==> config.mk <==
export PLATFORM = sky130hd
export DESIGN_NAME = pmod_sd_bridge
export DESIGN_NICKNAME = d
export VERILOG_FILES = /design/src/rtl/pmod_sd_pkg.sv /design/src/rtl/pmod_sd_bridge_debounce.sv /design/src/rtl/pmod_sd_bridge.sv
export SDC_FILE = /design/constraint.sdc
export NUM_CORES = 1
export LEC_CHECK = 0
export CORE_MARGIN = 2
export CORE_UTILIZATION = 48
export CTS_CLUSTER_SIZE = 10
export DETAILED_ROUTE_END_ITERATION = 7
export PLACE_DENSITY = 0.78
export SYNTH_ARGS = -nofsm -noshare
export SYNTH_HDL_FRONTEND = slang
export SYNTH_SLANG_ARGS = --single-unit
==> constraint.sdc <==
create_clock -name clk -period 1.9 [get_ports clk]
set_clock_uncertainty 0.1 [all_clocks]
set_input_delay 0.57 -clock clk [delete_from_list [all_inputs] [get_ports clk]]
set_output_delay 0.57 -clock clk [all_outputs]
set_load 0.01 [all_outputs]
==> src/rtl/pmod_sd_pkg.sv <==
// Shared types and constants for the Pmod SD connector bridge.
package pmod_sd_pkg;

  typedef enum logic [1:0] {
    HOLDOFF = 2'd0,
    RUN     = 2'd1,
    NOCARD  = 2'd2
  } state_t;

  localparam logic [1:0] TOP_SS   = 2'd0;
  localparam logic [1:0] TOP_MOSI = 2'd1;
  localparam logic [1:0] TOP_MISO = 2'd2;
  localparam logic [1:0] TOP_SCK  = 2'd3;

  localparam logic [1:0] BOT_DAT1 = 2'd0;
  localparam logic [1:0] BOT_DAT2 = 2'd1;
  localparam logic [1:0] BOT_CD   = 2'd2;
  localparam logic [1:0] BOT_WP   = 2'd3;

  // Values presented on the top row and to the SPI master while isolated
  localparam logic [3:0] ISO_TOP_O = 4'h0;
  localparam logic [3:0] ISO_TOP_T = 4'hF;
  localparam logic       ISO_SS_I  = 1'b1;
  localparam logic       ISO_IO1_I = 1'b1;
  localparam logic       ISO_IO0_I = 1'b0;
  localparam logic       ISO_SCK_I = 1'b0;

endpackage

==> src/rtl/pmod_sd_bridge_debounce.sv <==
// Two-flop synchroniser plus stability counter for one slow connector pin.
module pmod_debounce #(
  parameter int unsigned CYCLES    = 65536,
  parameter bit          RESET_VAL = 1'b0
) (
  input  logic clk,
  input  logic resetn,
  input  logic pin,
  output logic stable
);

  localparam int unsigned CW = $clog2(CYCLES + 1);
  localparam logic [CW-1:0] LAST = CW'(CYCLES - 1);

  logic [1:0]    sync;
  logic [CW-1:0] cnt;

  // A new level is accepted only after CYCLES consecutive differing samples
  always_ff @(posedge clk) begin
    if (!resetn) begin
      sync   <= {2{RESET_VAL}};
      cnt    <= '0;
      stable <= RESET_VAL;
    end else begin
      sync <= {sync[0], pin};
      if (sync[1] == stable) begin
        cnt <= '0;
      end else if (cnt == LAST) begin
        stable <= sync[1];
        cnt    <= '0;
      end else begin
        cnt <= cnt + CW'(1);
      end
    end
  end

endmodule

==> src/rtl/pmod_sd_bridge.sv <==
// Pmod SD bridge: SPI on the top row, DAT1/DAT2 GPIO on the bottom row, debounced
// card-detect / write-protect, power-up hold-off and card-change interrupt.
module pmod_sd_bridge
  import pmod_sd_pkg::*;
#(
  parameter int unsigned DEBOUNCE_CYCLES = 65536,
  parameter int unsigned POWERUP_CYCLES  = 1000000,
  parameter int unsigned CD_ACTIVE_LOW   = 1,
  parameter int unsigned WP_ACTIVE_LOW   = 0
) (
  input  logic       clk,
  input  logic       resetn,
  input  logic       m_ss_o,
  input  logic       m_ss_t,
  output logic       m_ss_i,
  input  logic       m_sck_o,
  input  logic       m_sck_t,
  output logic       m_sck_i,
  input  logic       m_io0_o,
  input  logic       m_io0_t,
  output logic       m_io0_i,
  input  logic       m_io1_o,
  input  logic       m_io1_t,
  output logic       m_io1_i,
  input  logic [1:0] gpio_in_o,
  input  logic [1:0] gpio_in_t,
  output logic [1:0] gpio_in_i,
  output logic [3:0] pmod_top_o,
  output logic [3:0] pmod_top_t,
  input  logic [3:0] pmod_top_i,
  output logic [3:0] pmod_bot_o,
  output logic [3:0] pmod_bot_t,
  input  logic [3:0] pmod_bot_i,
  output logic       card_present,
  output logic       write_protect,
  output logic       card_ready,
  output logic       irq,
  input  logic       irq_clr
);

  localparam int unsigned HW = (POWERUP_CYCLES > 1) ? $clog2(POWERUP_CYCLES) : 1;
  localparam int unsigned HOLD_LAST = (POWERUP_CYCLES == 0) ? 0 : POWERUP_CYCLES - 1;
  localparam bit CD_LOW = (CD_ACTIVE_LOW != 0);
  localparam bit WP_LOW = (WP_ACTIVE_LOW != 0);

  state_t        state;
  logic [HW-1:0] hold_cnt;
  logic          present_q;
  logic          cd_stable;
  logic          wp_stable;
  logic          run;

  pmod_debounce #(.CYCLES(DEBOUNCE_CYCLES), .RESET_VAL(CD_LOW)) u_cd_debounce (
    .clk    (clk),
    .resetn (resetn),
    .pin    (pmod_bot_i[BOT_CD]),
    .stable (cd_stable)
  );

  pmod_debounce #(.CYCLES(DEBOUNCE_CYCLES), .RESET_VAL(WP_LOW)) u_wp_debounce (
    .clk    (clk),
    .resetn (resetn),
    .pin    (pmod_bot_i[BOT_WP]),
    .stable (wp_stable)
  );

  assign card_present  = CD_LOW ? ~cd_stable : cd_stable;
  assign write_protect = WP_LOW ? ~wp_stable : wp_stable;
  assign run           = (state == RUN);
  assign card_ready    = run;

  // Card state machine; every insertion restarts the power-up hold-off
  always_ff @(posedge clk) begin
    if (!resetn) begin
      state     <= HOLDOFF;
      hold_cnt  <= '0;
      present_q <= 1'b0;
      irq       <= 1'b0;
    end else begin
      present_q <= card_present;
      if (card_present != present_q) begin
        irq <= 1'b1;
      end else if (irq_clr) begin
        irq <= 1'b0;
      end
      unique case (state)
        HOLDOFF: begin
          if (present_q && !card_present) begin
            state    <= NOCARD;
            hold_cnt <= '0;
          end else if (card_present && !present_q && POWERUP_CYCLES != 0) begin
            hold_cnt <= '0;
          end else if (POWERUP_CYCLES == 0 || hold_cnt == HW'(HOLD_LAST)) begin
            state    <= card_present ? RUN : NOCARD;
            hold_cnt <= '0;
          end else begin
            hold_cnt <= hold_cnt + HW'(1);
          end
        end
        RUN: begin
          if (!card_present) state <= NOCARD;
        end
        NOCARD: begin
          if (card_present) begin
            state    <= HOLDOFF;
            hold_cnt <= '0;
          end
        end
        default: state <= HOLDOFF;
      endcase
    end
  end

  // Top row follows the SPI master only while a ready card is present
  always_comb begin
    pmod_top_o = ISO_TOP_O;
    pmod_top_t = ISO_TOP_T;
    m_ss_i     = ISO_SS_I;
    m_io0_i    = ISO_IO0_I;
    m_io1_i    = ISO_IO1_I;
    m_sck_i    = ISO_SCK_I;
    if (run) begin
      pmod_top_o[TOP_SS]   = m_ss_o;
      pmod_top_o[TOP_MOSI] = m_io0_o;
      pmod_top_o[TOP_MISO] = m_io1_o;
      pmod_top_o[TOP_SCK]  = m_sck_o;
      pmod_top_t[TOP_SS]   = m_ss_t;
      pmod_top_t[TOP_MOSI] = m_io0_t;
      pmod_top_t[TOP_MISO] = m_io1_t;
      pmod_top_t[TOP_SCK]  = m_sck_t;
      m_ss_i  = pmod_top_i[TOP_SS];
      m_io0_i = pmod_top_i[TOP_MOSI];
      m_io1_i = pmod_top_i[TOP_MISO];
      m_sck_i = pmod_top_i[TOP_SCK];
    end
  end

  // Bottom row: DAT1/DAT2 pass straight through, CD/WP are input-only
  always_comb begin
    pmod_bot_o = 4'h0;
    pmod_bot_t = 4'hF;
    pmod_bot_o[BOT_DAT1] = gpio_in_o[0];
    pmod_bot_o[BOT_DAT2] = gpio_in_o[1];
    pmod_bot_t[BOT_DAT1] = gpio_in_t[0];
    pmod_bot_t[BOT_DAT2] = gpio_in_t[1];
    gpio_in_i = {pmod_bot_i[BOT_DAT2], pmod_bot_i[BOT_DAT1]};
  end

endmodule

==> results of run 1 <==
[power groups by stage]
stage	clock, mW	combinational [mW]	sequential [mW]
floorplan	0	0.0716	1.39
global placement	0	0.112	1.39
detailed placement	0	0.114	1.39
finish	1.21	0.127	1.36
global route	1.27	0.138	1.36
CTS	1.21	0.112	1.36
[repair_timing]
| item | in CTS | in global routing |
|---|---|---|
| resized for setup | 70 | 52 |
| cloned | 1 | 1 |
| pin swaps | 6 | 21 |
| setup endpoints to repair | 28 | 64 |
| buffers inserted | 1 | 13 |
[cell type report]
class | instances | area, um2
fill | 471 | 2060
multi-input combinational | 269 | 1860
sequential | 64 | 1300
timing repair buffer | 92 | 737
clock buffer | 10 | 138
tap | 77 | 96.3
clock inverter | 6 | 68.8
inverter | 14 | 55.1
[synthesized netlist by cell type (all sizes together) (3+ instances only)]
cell type	instances	share of area
nand2	31	0.040
nor3	7	0.011
o211ai	4	0.0097
xnor2	10	0.028
or4	3	0.0073
a21o	4	0.0097
nand3	24	0.039
and4	4	0.011
nor2	46	0.056
buf	12	0.031
ha	8	0.032
a21oi	13	0.022
o21ai	13	0.021
mux2i	4	0.013
dfxtp	64	0.41
nand2b	10	0.020
clkbuf	8	0.0097
and2	11	0.022
xor2	18	0.051
and3	5	0.010
or3	4	0.0081
nor2b	5	0.010
nand4	14	0.028
inv	14	0.017
nor4	5	0.020
nand3b	3	0.0073
[path summary, 6_finish.rpt]
path	slack, ns	end
max	-0.01	pmod_top_o[1]
min	0.31	u_cd_debounce.sync[1]
max reg2reg	0.01	u_cd_debounce.cnt[8]
min reg2reg	0.31	u_cd_debounce.sync[1]
[kinds of logic (layout without fill, tap and decap cells)]
| logic type | Yosys count | count (layout) | share of synthesized area |
|---|---|---|---|
| AND/OR/NAND/NOR | 178 | 178 | 0.306 |
| flip-flops | 64 | 64 | 0.413 |
| AO/OA/AOI/OAI | 47 | 47 | 0.0968 |
| buffers and inverters | 34 | 122 | 0.0581 |
| XOR/XNOR | 28 | 28 | 0.0790 |
| adder cells (fa/ha/maj) | 8 | 8 | 0.0323 |
| multiplexers | 4 | 4 | 0.0129 |
| other | 2 | 4 | 0.00242 |
[sequential cells by signal, summed over array words and instances, names as in the netlist]
name / cells
irq: 1
state: 2
u_wp_debounce.sync: 2
u_wp_debounce.stable: 1
present_q: 1
u_cd_debounce.sync: 2
u_cd_debounce.cnt: 17
hold_cnt: 20
u_wp_debounce.cnt: 17
u_cd_debounce.stable: 1
[metal layers]
metal | vias up | wire length, um | share of wire | global-route usage
met3 | 10 | 366 | 0.050 | 0.0403
met5 | - | 0 | 0 | 0
li1 | 1424 | - | - | -
met2 | 64 | 3720 | 0.51 | 0.333
met4 | 0 | 106 | 0.015 | 0.0938
met1 | 1359 | 3080 | 0.42 | 0.215
[worst max-delay path: cells and delay by family]
family                 cells  cell delay, ns
buffers and inverters      2            0.57
and+or+nand+nor            1            0.10
[stage by stage]
stage	TNS (ns)	total power [mW]	cells	hold WS, ns	cell area, um2
detailed placement	-8.15	1.50	500	0.298	3780
finish	-0.0251	2.70	532	0.312	4260
global placement	-7.34	1.50	500	0.294	3780
floorplan	0	1.46	367	0.286	3170
global route	-1.98	2.77	532	0.339	4260
CTS	-0.0149	2.68	518	0.315	3950
==> key figures, run 1 <==
Die
  • Initial Util: 0.491
  • Number of top-level design ports: 49
  • Std-Cell Rows: 29
  • DIE AREA: 0.00712 mm2
  • Y dimension of the die: roughly 84 um
  • Area of the core: 0.00631 mm2
  • Width of the die: 84.4 um

Timing
  • Max Transition Viols Final: 0
  • Total setup violations reported at the end of the flow: 3
  • Fmax: 0.523 GHz
  • Post-layout worst setup margin: -0.0127 ns
  • Final Hold Fails: 0
  • Share of the clock period used by the worst path: 1.01
  • RSZ-0062 raised after global routing: true
  • Final critical delay including setup and external delays: 1.91 ns

Pwr
  • Peak ir drop on the vdd network: 0.553 mV
  • Sw Ratio: 0.233
  • Cell Pwr Density: between 600 and 700 mW/mm2
  • Internal power consumption: 2.07 mW
  • Fraction of power consumed by sequential logic: 0.503
  • Clock share of power: 0.450
  • Net switching power: 630 uW
  • Logic pwr share: 0.047
  • Static Leak: 1.62 nW

Yosys
  • Number of synthesized register bits: 64
  • Fraction of the yosys area taken by sequential cells: 0.413
  • Cells after Synth: 365
  • Most used flip-flop cell after synthesis: sky130_fd_sc_hd__dfxtp_1
  • Post-synthesis async set-or-reset flop share: 0
  • Mapped Avg Cell Area: 8.50 um2
  • Synth Warn #: 0
  • Cell area after technology mapping: ~0.0031 mm2
  • Number of enable-type register cells in the synthesized netlist: 0
  • Distinct cells, synth: 46

Detailed routing
  • Post-detailed-route DRC marker count: 0
  • First-pass iteration count of the detailed router: 4
  • Routed via count: 2857
  • Post-DR wirelength/cell: 13.7 um
  • Number of vias per cell: 5.37
  • Post-route antenna net violation count: 0
  • DRT Wirelength: 7.27 mm
  • First-iteration detailed-routing DRC count: roughly 110

Clock tree
  • Buffers from clock root to sink, at most: 2
  • Clock input transition at the sequential cells of the worst setup and hold paths: 0.07 ns
  • Count of clock tree sinks: 64
  • Clock root buffer: sky130_fd_sc_hd__clkbuf_8
  • CTS tree: yes
  • Number of buffers created by CTS: 9
  • Hold_buf cts: 0
  • Clock latency on the worst-skew pair: ~0.35 ns
  • H-tree Lvls: 3

Critical path
  • Startpoint of the worst register-to-register path: u_cd_debounce.cnt[1]
  • First element of the critical path: m_io0_o
  • Data required time at the worst endpoint: 1.23 ns
  • Slowest CP cell: sky130_fd_sc_hd__clkdlybuf4s50_1
  • Crit end category: output port
  • CP arrival: 1.24 ns
  • Maximum fanout along the worst path: 1
  • Nature of the critical path startpoint: input pin
  • Worst path max stage delay: 0.45 ns
  • Depth of the most critical reg-to-reg path: 8
  • Category of the critical setup timing path: input pin to output port
  • Critical-path cell list: clkdlybuf4s50_1 -> and2_1 -> buf_2

Placed design
  • Port Buffer Count: 32
  • Setup WS pre-CTS: -0.447 ns
  • Weighted congestion reported at the end of routability-driven placement: 0.859
  • Detailed placement HPWL: around 4.6 mm

Cells and area
  • Commonest cells after routing, fill and taps aside: 53 x sky130_fd_sc_hd__buf_4, 51 x sky130_fd_sc_hd__dfxtp_1, 40 x sky130_fd_sc_hd__nor2_1
  • Layout Area Growth over Synthesis: 37.2%
  • Antenna fix cells: 0
  • Count of nets after finishing: just under 500
  • Final core utilization: 0.674
  • Most common library cell in the layout ignoring fill and taps: sky130_fd_sc_hd__buf_4
  • Share of cells above drive strength 1: 0.310

Run
  • # Max-Cap Violations: 0

Global route
  • Vias in the first global route: 2582
  • Combined global-route utilization of all metal layers: 0.189
  • Global-route wire length before repair: 11.0 mm
  • Pin count of the biggest net entering global routing: 15
  • Total global routing overflow: 0
  • Number of antenna violations at the first check in global routing: 0

Min path
  • Min-Delay Startpoint: u_cd_debounce.sync[0]
  • Path category of the worst min-delay check: flop to flop
  • Worst hold path stage count: 1

Run status
  • Status: finished with violations
  • Failing checks: negative setup slack
(Power assumes the default switching activity.)
==> inputs of run 2 (changes only) <==
--- a/config.mk
+++ b/config.mk
@@ -7,9 +7,9 @@
 export LEC_CHECK = 0
 export CORE_MARGIN = 2
 export CORE_UTILIZATION = 48
-export CTS_CLUSTER_SIZE = 10
 export DETAILED_ROUTE_END_ITERATION = 7
 export PLACE_DENSITY = 0.78
+export SETUP_SLACK_MARGIN = 0.05
 export SYNTH_ARGS = -nofsm -noshare
 export SYNTH_HDL_FRONTEND = slang
 export SYNTH_SLANG_ARGS = --single-unit
==> key figures, run 2 (same netlist as run 1, synthesis figures left out) <==
Run status
  • Status: finished with violations
  • Failing checks: negative setup slack

Clock tree
  • Buffers from clock root to sink, at most: 2 (unchanged)
  • Count of clock tree sinks: 64 (unchanged)
  • Clock input transition at the sequential cells of the worst setup and hold paths: 0.07 ns (about the same)
  • Clock latency on the worst-skew pair: 0.34 ns (about the same)
  • H-tree Lvls: 3 (unchanged)
  • Hold_buf cts: 0 (unchanged)
  • CTS tree: yes
  • Clock root buffer: sky130_fd_sc_hd__clkbuf_8
  • Number of buffers created by CTS: 9 (unchanged)

Global route
  • Global-route wire length before repair: 11.4 mm (+4.1%)
  • Total global routing overflow: 0 (unchanged)
  • Vias in the first global route: 2813 (+8.9%)
  • Pin count of the biggest net entering global routing: 13 (-2)
  • Number of antenna violations at the first check in global routing: 0 (unchanged)
  • Combined global-route utilization of all metal layers: 0.193 (+0.00439)

Cells and area
  • Storage element area: 0.00131 mm2 (+0.48%)
  • Number of fillers in the final layout: 435 (-7.6%)
  • Count of nets after finishing: 494 (+2.7%)
  • Commonest cells after routing, fill and taps aside: 56 x sky130_fd_sc_hd__buf_4, 48 x sky130_fd_sc_hd__dfxtp_1, 28 x sky130_fd_sc_hd__nand2_1
  • Antenna fix cells: 0 (unchanged)
  • Multi-input logic area: 0.00190 mm2 (+1.7%)
  • Share of cells above drive strength 1: 0.378 (+0.0683)
  • Register ranked first by flip-flop count: hold_cnt
  • Post-route cell area: 0.00445 mm2 (+4.5%)
  • Number of flip-flops in the largest register: 20 (unchanged)
  • Biggest regs: hold_cnt: 20 flops, u_cd_debounce.cnt: 17 flops, u_wp_debounce.cnt: 17 flops
  • Most common library cell in the layout ignoring fill and taps: sky130_fd_sc_hd__buf_4
  • Layout Area Growth over Synthesis: 43.4%
  • Layout Cells excl Fill: 545 (+2.4%)

Placed design
  • Port Buffer Count: 32 (unchanged)
  • Detailed placement HPWL: 4.81 mm (+3.8%)
  • Placement-stage cell area: 0.00386 mm2 (+2.2%)
  • Weighted congestion reported at the end of routability-driven placement: 0.846 (-1.5%)
  • Total placed cells including tap cells: 506 (+1.2%)

Critical path
  • Kind of cell with the highest combined delay on the critical path: flip-flops
  • Most used cell along the critical path: sky130_fd_sc_hd__buf_6
  • Crit end category: output port
  • Register-to-register setup slack: -0.02 ns (-0.03 ns)
  • CP arrival: 1.30 ns (+0.06 ns)
  • Crit path depth: 5 (+2)
  • Maximum fanout along the worst path: 5 (+4)
  • Slowest CP cell: sky130_fd_sc_hd__dfxtp_2
  • Count of buffer and inverter cells on the critical path: 3 (+1)
  • Data required time at the worst endpoint: 1.23 ns (about the same)
  • Nature of the critical path startpoint: flop
  • Critical-path cell list: nor2b_4 -> buf_6 -> buf_6 -> and2_4 -> buf_6
  • Startpoint of the worst register-to-register path: u_cd_debounce.cnt[0]
  • Category of the critical setup timing path: flop to output port
  • Worst path max stage delay: 0.33 ns (-0.12 ns)
  • Reg2Reg Capture Point: u_cd_debounce.cnt[8]
  • Depth of the most critical reg-to-reg path: 8 (unchanged)

Die
  • Area of the core: 0.00631 mm2 (unchanged)
  • Number of top-level design ports: 49 (unchanged)
  • DIE AREA: 0.00712 mm2 (unchanged)
  • Y dimension of the die: 84.4 um (unchanged)
  • Initial Util: 0.491 (unchanged)
  • Width of the die: 84.4 um (unchanged)
  • Std-Cell Rows: 29 (unchanged)

Timing
  • Total setup violations reported at the end of the flow: 23 (+20)
  • Fmax: 0.509 GHz (-2.7%)
  • Post-layout worst setup margin: -0.0655 ns (-0.0529 ns)
  • Final Hold Fails: 0 (unchanged)
  • Max Transition Viols Final: 0 (unchanged)
  • Share of the clock period used by the worst path: 1.03 (+0.0278)
  • RSZ-0062 raised after global routing: true
  • Final critical delay including setup and external delays: 1.97 ns (+0.0529 ns)

Detailed routing
  • First-iteration detailed-routing DRC count: 107 (-5.3%)
  • Routed via count: 2967 (+3.9%)
  • Number of vias per cell: 5.44 (+1.4%)
  • Post-DR wirelength/cell: 13.9 um (+1.9%)
  • Post-detailed-route DRC marker count: 0 (unchanged)
  • First-pass iteration count of the detailed router: 5 (+1)
  • Post-route antenna net violation count: 0 (unchanged)
  • DRT Wirelength: 7.59 mm (+4.4%)

Min path
  • Min-Delay Startpoint: u_cd_debounce.sync[0]
  • Path category of the worst min-delay check: flop to flop
  • Hold Path Sink: u_cd_debounce.sync[1]
  • Worst hold path stage count: 1 (unchanged)

Pwr
  • Peak ir drop on the vdd network: 0.423 mV (-23%)
  • Static Leak: 1.68 nW (+3.6%)
  • Cell Pwr Density: 620 mW/mm2 (-2.1%)

Run
  • # Max-Cap Violations: 0 (unchanged)
==> run 2: through the flow <==
step / TNS, ns / worst slack (ns) / utilization / power, mW / hold WS [ns]
finish: -0.519 / -0.0655 / 0.705 / 2.76 / 0.321
global route: -3.94 / -0.144 / 0.705 / 2.84 / 0.347
CTS: -0.657 / -0.125 / 0.660 / 2.76 / 0.326
detailed placement: -8.40 / -0.468 / 0.611 / 1.51 / 0.310
global placement: -7.27 / -0.451 / 0.611 / 1.50 / 0.292
floorplan: 0 / 0.0307 / - / 1.46 / 0.286
==> run 2: report_power, final <==
| part | total (mW) | switching (mW) | internal, mW |
|---|---|---|---|
| clock | 1.27 | 0.531 | 0.734 |
| sequential | 1.36 | 0.00617 | 1.35 |
| combinational | 0.139 | 0.0589 | 0.0802 |
==> run 2: area by class of cell <==
| type | instances | share of cell area |
|---|---|---|
| repair buffers | 105 | 0.199 |
| multi-input cells | 269 | 0.426 |
| inverters | 14 | 0.0124 |
| flip-flops and latches | 64 | 0.294 |
| clock buffers | 10 | 0.0287 |
| clock inverters | 6 | 0.0191 |
| well taps | 77 | 0.0217 |
==> run 2: per-layer routing <==
| metal | up-vias | share of wire | global-route usage |
|---|---|---|---|
| li1 | 1452 | - | - |
| met4 | 0 | 0.014 | 0.0851 |
| met5 | - | 0 | 0 |
| met1 | 1422 | 0.42 | 0.215 |
| met3 | 10 | 0.052 | 0.0452 |
| met2 | 83 | 0.51 | 0.349 |
==> run 2: worst register-to-register path: cells and delay by family, from the launching register on <==
family	cells	cell delay, ns
adders and majority gates	2	0.34
buffers and inverters	1	0.20
DFF	1	0.37
and+or+nand+nor	5	0.82
==> run 2: worst max-delay path by stage <==
stage / startpoint / endpoint
final: state[0] / m_io0_i
after global routing: u_cd_debounce.cnt[0] / u_cd_debounce.cnt[1]
after CTS: state[0] / m_io0_i
after detailed placement: pmod_top_i[1] / m_io0_i
after global placement: pmod_top_i[3] / m_sck_i
after floorplan: u_wp_debounce.cnt[7] / u_wp_debounce.cnt[11]
==> run 2: timing repair <==
action,CTS,global route
pin swaps,12,33
buffers inserted,13,9
gates cloned,0,2
resized for setup,81,68
endpoints found under the setup margin,42,65
==> inputs of run 3 (changes only) <==
--- a/config.mk
+++ b/config.mk
@@ -6,9 +6,10 @@
 export NUM_CORES = 1
 export LEC_CHECK = 0
 export CORE_MARGIN = 2
-export CORE_UTILIZATION = 48
+export CORE_UTILIZATION = 30
 export DETAILED_ROUTE_END_ITERATION = 7
-export PLACE_DENSITY = 0.78
+export PLACE_DENSITY = 0.54
+export REMOVE_ABC_BUFFERS = 1
 export SETUP_SLACK_MARGIN = 0.05
 export SYNTH_ARGS = -nofsm -noshare
 export SYNTH_HDL_FRONTEND = slang
==> constraint.sdc (replaced) <==
create_clock -name clk -period 1.8 [get_ports clk]
set_clock_uncertainty 0.1 [all_clocks]
set_input_delay 0.54 -clock clk [delete_from_list [all_inputs] [get_ports clk]]
set_output_delay 0.54 -clock clk [all_outputs]
set_load 0.01 [all_outputs]
==> key figures, run 3 (same netlist as run 1, synthesis figures left out) <==
Run status
  • Status: finished with violations
  • Failing checks: negative setup slack

Min path
  • Path category of the worst min-delay check: flop to flop
  • Hold Path Sink: u_cd_debounce.sync[1]
  • Worst hold path stage count: 1 (unchanged)
  • Min-Delay Startpoint: u_cd_debounce.sync[0]

Cells and area
  • Antenna fix cells: 0 (unchanged)
  • Number of flip-flops in the largest register: 20 (unchanged)
  • Count of nets after finishing: 512 (+3.6%)
  • Most common library cell in the layout ignoring fill and taps: sky130_fd_sc_hd__buf_4
  • Storage element area: 0.00131 mm2 (about the same)
  • Biggest regs: hold_cnt: 20 flops, u_cd_debounce.cnt: 17 flops, u_wp_debounce.cnt: 17 flops
  • Multi-input logic area: 0.00200 mm2 (+5.6%)
  • Post-route cell area: 0.00480 mm2 (+7.9%)
  • Share of cells above drive strength 1: 0.422 (+0.0436)
  • Register ranked first by flip-flop count: hold_cnt
  • Number of fillers in the final layout: 983 (+130%)
  • Commonest cells after routing, fill and taps aside: 76 x sky130_fd_sc_hd__buf_4, 47 x sky130_fd_sc_hd__dfxtp_1, 34 x sky130_fd_sc_hd__nor2_1
  • Layout Area Growth over Synthesis: 54.7%

Global route
  • Total global routing overflow: 0 (unchanged)
  • Vias in the first global route: 2785 (-1.0%)
  • Combined global-route utilization of all metal layers: 0.139 (-0.0543)
  • Number of antenna violations at the first check in global routing: 0 (unchanged)
  • Pin count of the biggest net entering global routing: 18 (+5)
  • Global-route wire length before repair: 12.6 mm (+9.9%)

Pwr
  • Logic pwr share: 0.051 (about the same)
  • Sw Ratio: 0.232 (+0.0164)
  • Cell Pwr Density: 595 mW/mm2 (-4.1%)
  • Net switching power: 664 uW (+11%)
  • Clock share of power: 0.446 (-0.012)
  • Static Leak: 1.89 nW (+13%)
  • Internal power consumption: 2.19 mW (+1.3%)
  • Peak ir drop on the vdd network: 0.392 mV (-7.3%)
  • Fraction of power consumed by sequential logic: 0.503 (+0.012)
  • Post-route total power: 2.86 mW (+3.4%)

Critical path
  • Crit end category: output port
  • Nature of the critical path startpoint: input pin
  • Worst path max stage delay: 0.46 ns (+0.13 ns)
  • Critical-path cell list: clkdlybuf4s50_1 -> and2_4 -> buf_6
  • Category of the critical setup timing path: input pin to output port
  • Slowest CP cell: sky130_fd_sc_hd__clkdlybuf4s50_1
  • Kind of cell with the highest combined delay on the critical path: buffers and inverters
  • Data required time at the worst endpoint: 1.16 ns (-0.07 ns)
  • Depth of the most critical reg-to-reg path: 9 (+1)
  • Maximum fanout along the worst path: 1 (-4)
  • Startpoint of the worst register-to-register path: u_cd_debounce.cnt[1]
  • CP arrival: 1.23 ns (-0.07 ns)
  • Count of buffer and inverter cells on the critical path: 2 (-1)
  • Register-to-register setup slack: -0.03 ns (about the same)
  • Reg2Reg Capture Point: u_cd_debounce.cnt[9]

Timing
  • Max Transition Viols Final: 0 (unchanged)
  • RSZ-0062 raised after global routing: true
  • Fmax: 0.536 GHz
  • Share of the clock period used by the worst path: 1.04
  • Final critical delay including setup and external delays: 1.87 ns
  • Post-layout worst setup margin: -0.0672 ns (-0.00170 ns)
  • Final-layout worst hold slack: 0.310 ns (-0.0115 ns)
  • Total setup violations reported at the end of the flow: 23 (unchanged)
  • Final Hold Fails: 0 (unchanged)

Die
  • Area of the core: 0.0102 mm2 (+61%)
  • Number of top-level design ports: 49 (unchanged)
  • Y dimension of the die: 106 um (+25%)
  • Initial Util: 0.305 (-0.187)
  • DIE AREA: 0.0112 mm2 (+57%)
  • Width of the die: 106 um (+25%)
  • Std-Cell Rows: 37 (+28%)

Clock tree
  • H-tree Lvls: 3 (unchanged)
  • Buffers from clock root to sink, at most: 2 (unchanged)
  • Hold_buf cts: 0 (unchanged)
  • Clock latency on the worst-skew pair: 0.35 ns (about the same)
  • Number of buffers created by CTS: 9 (unchanged)
  • Count of clock tree sinks: 64 (unchanged)
  • Clock input transition at the sequential cells of the worst setup and hold paths: 0.07 ns (about the same)
  • CTS tree: yes
  • Clock root buffer: sky130_fd_sc_hd__clkbuf_8

Detailed routing
  • Post-DR wirelength/cell: 12.2 um (-12%)
  • Post-detailed-route DRC marker count: 0 (unchanged)
  • Post-route antenna net violation count: 0 (unchanged)
  • First-iteration detailed-routing DRC count: 105 (-1.9%)
  • Routed via count: 2921 (-1.6%)
  • DRT Wirelength: 7.59 mm (about the same)
  • Number of vias per cell: 4.70 (-14%)
  • First-pass iteration count of the detailed router: 4 (-1)

Placed design
  • Placement-stage cell area: 0.00402 mm2 (+4.2%)
  • Weighted congestion reported at the end of routability-driven placement: 0.791 (-6.5%)
  • Detailed placement HPWL: 4.88 mm (+1.6%)
  • Port Buffer Count: 32 (unchanged)

Run
  • # Max-Cap Violations: 0 (unchanged)
## run 3: worst max path at each step
stage / start / cells after the start / to
floorplan: u_cd_debounce.stable / 7 / hold_cnt[13]
global route: u_cd_debounce.cnt[1] / 9 / u_cd_debounce.cnt[9]
finish: pmod_top_i[1] / 3 / m_io0_i
CTS: state[0] / 4 / m_io0_i
global placement: pmod_top_i[1] / 3 / m_io0_i
detailed placement: m_io0_o / 3 / pmod_top_o[1]
## run 3: per-stage QoR
| stage | instances | utilization | TNS, ns | worst slack [ns] |
|---|---|---|---|---|
| 2_1_floorplan | 347 | - | -8.27 | -0.186 |
| 4_1_cts | 616 | 0.436 | -0.767 | -0.0718 |
| 5_1_grt | 622 | 0.471 | -3.72 | -0.135 |
| 3_5_place_dp | 585 | 0.395 | -16.29 | -0.473 |
| 6_report | 622 | 0.471 | -0.694 | -0.0672 |
| 3_3_place_gp | 585 | 0.395 | -15.53 | -0.467 |
## run 3: per-layer routing
metal / up-vias / part of all wire / GRT usage
li1: 1488 / - / -
met1: 1353 / 0.47 / 0.171
met2: 69 / 0.47 / 0.227
met3: 11 / 0.041 / 0.0328
met4: 0 / 0.019 / 0.0667
met5: - / 0 / 0
## run 3: repair_timing
item	4_1_cts	5_1_grt
setup endpoints to repair	66	68
gates cloned	3	1
pin swaps	32	28
endpoints found under the hold margin	0	0
gates resized for setup	123	71
setup buffers	12	9
## run 3: final cells by class
class | count | area share
sequential | 64 | 0.272
multi-input combinational | 269 | 0.417
inverter | 14 | 0.0109
clock inverter | 6 | 0.0141
tap | 136 | 0.0354
timing repair buffer | 123 | 0.222
clock buffer | 10 | 0.0287
## run 3: power groups by stage
| stage | Clock [mW] | Combinational, mW | Sequential, mW |
|---|---|---|---|
| global route | 1.37 | 0.158 | 1.44 |
| global placement | 0 | 0.120 | 1.47 |
| floorplan | 0 | 0.0444 | 1.47 |
| CTS | 1.32 | 0.126 | 1.44 |
| detailed placement | 0 | 0.122 | 1.47 |
| finish | 1.27 | 0.145 | 1.44 |
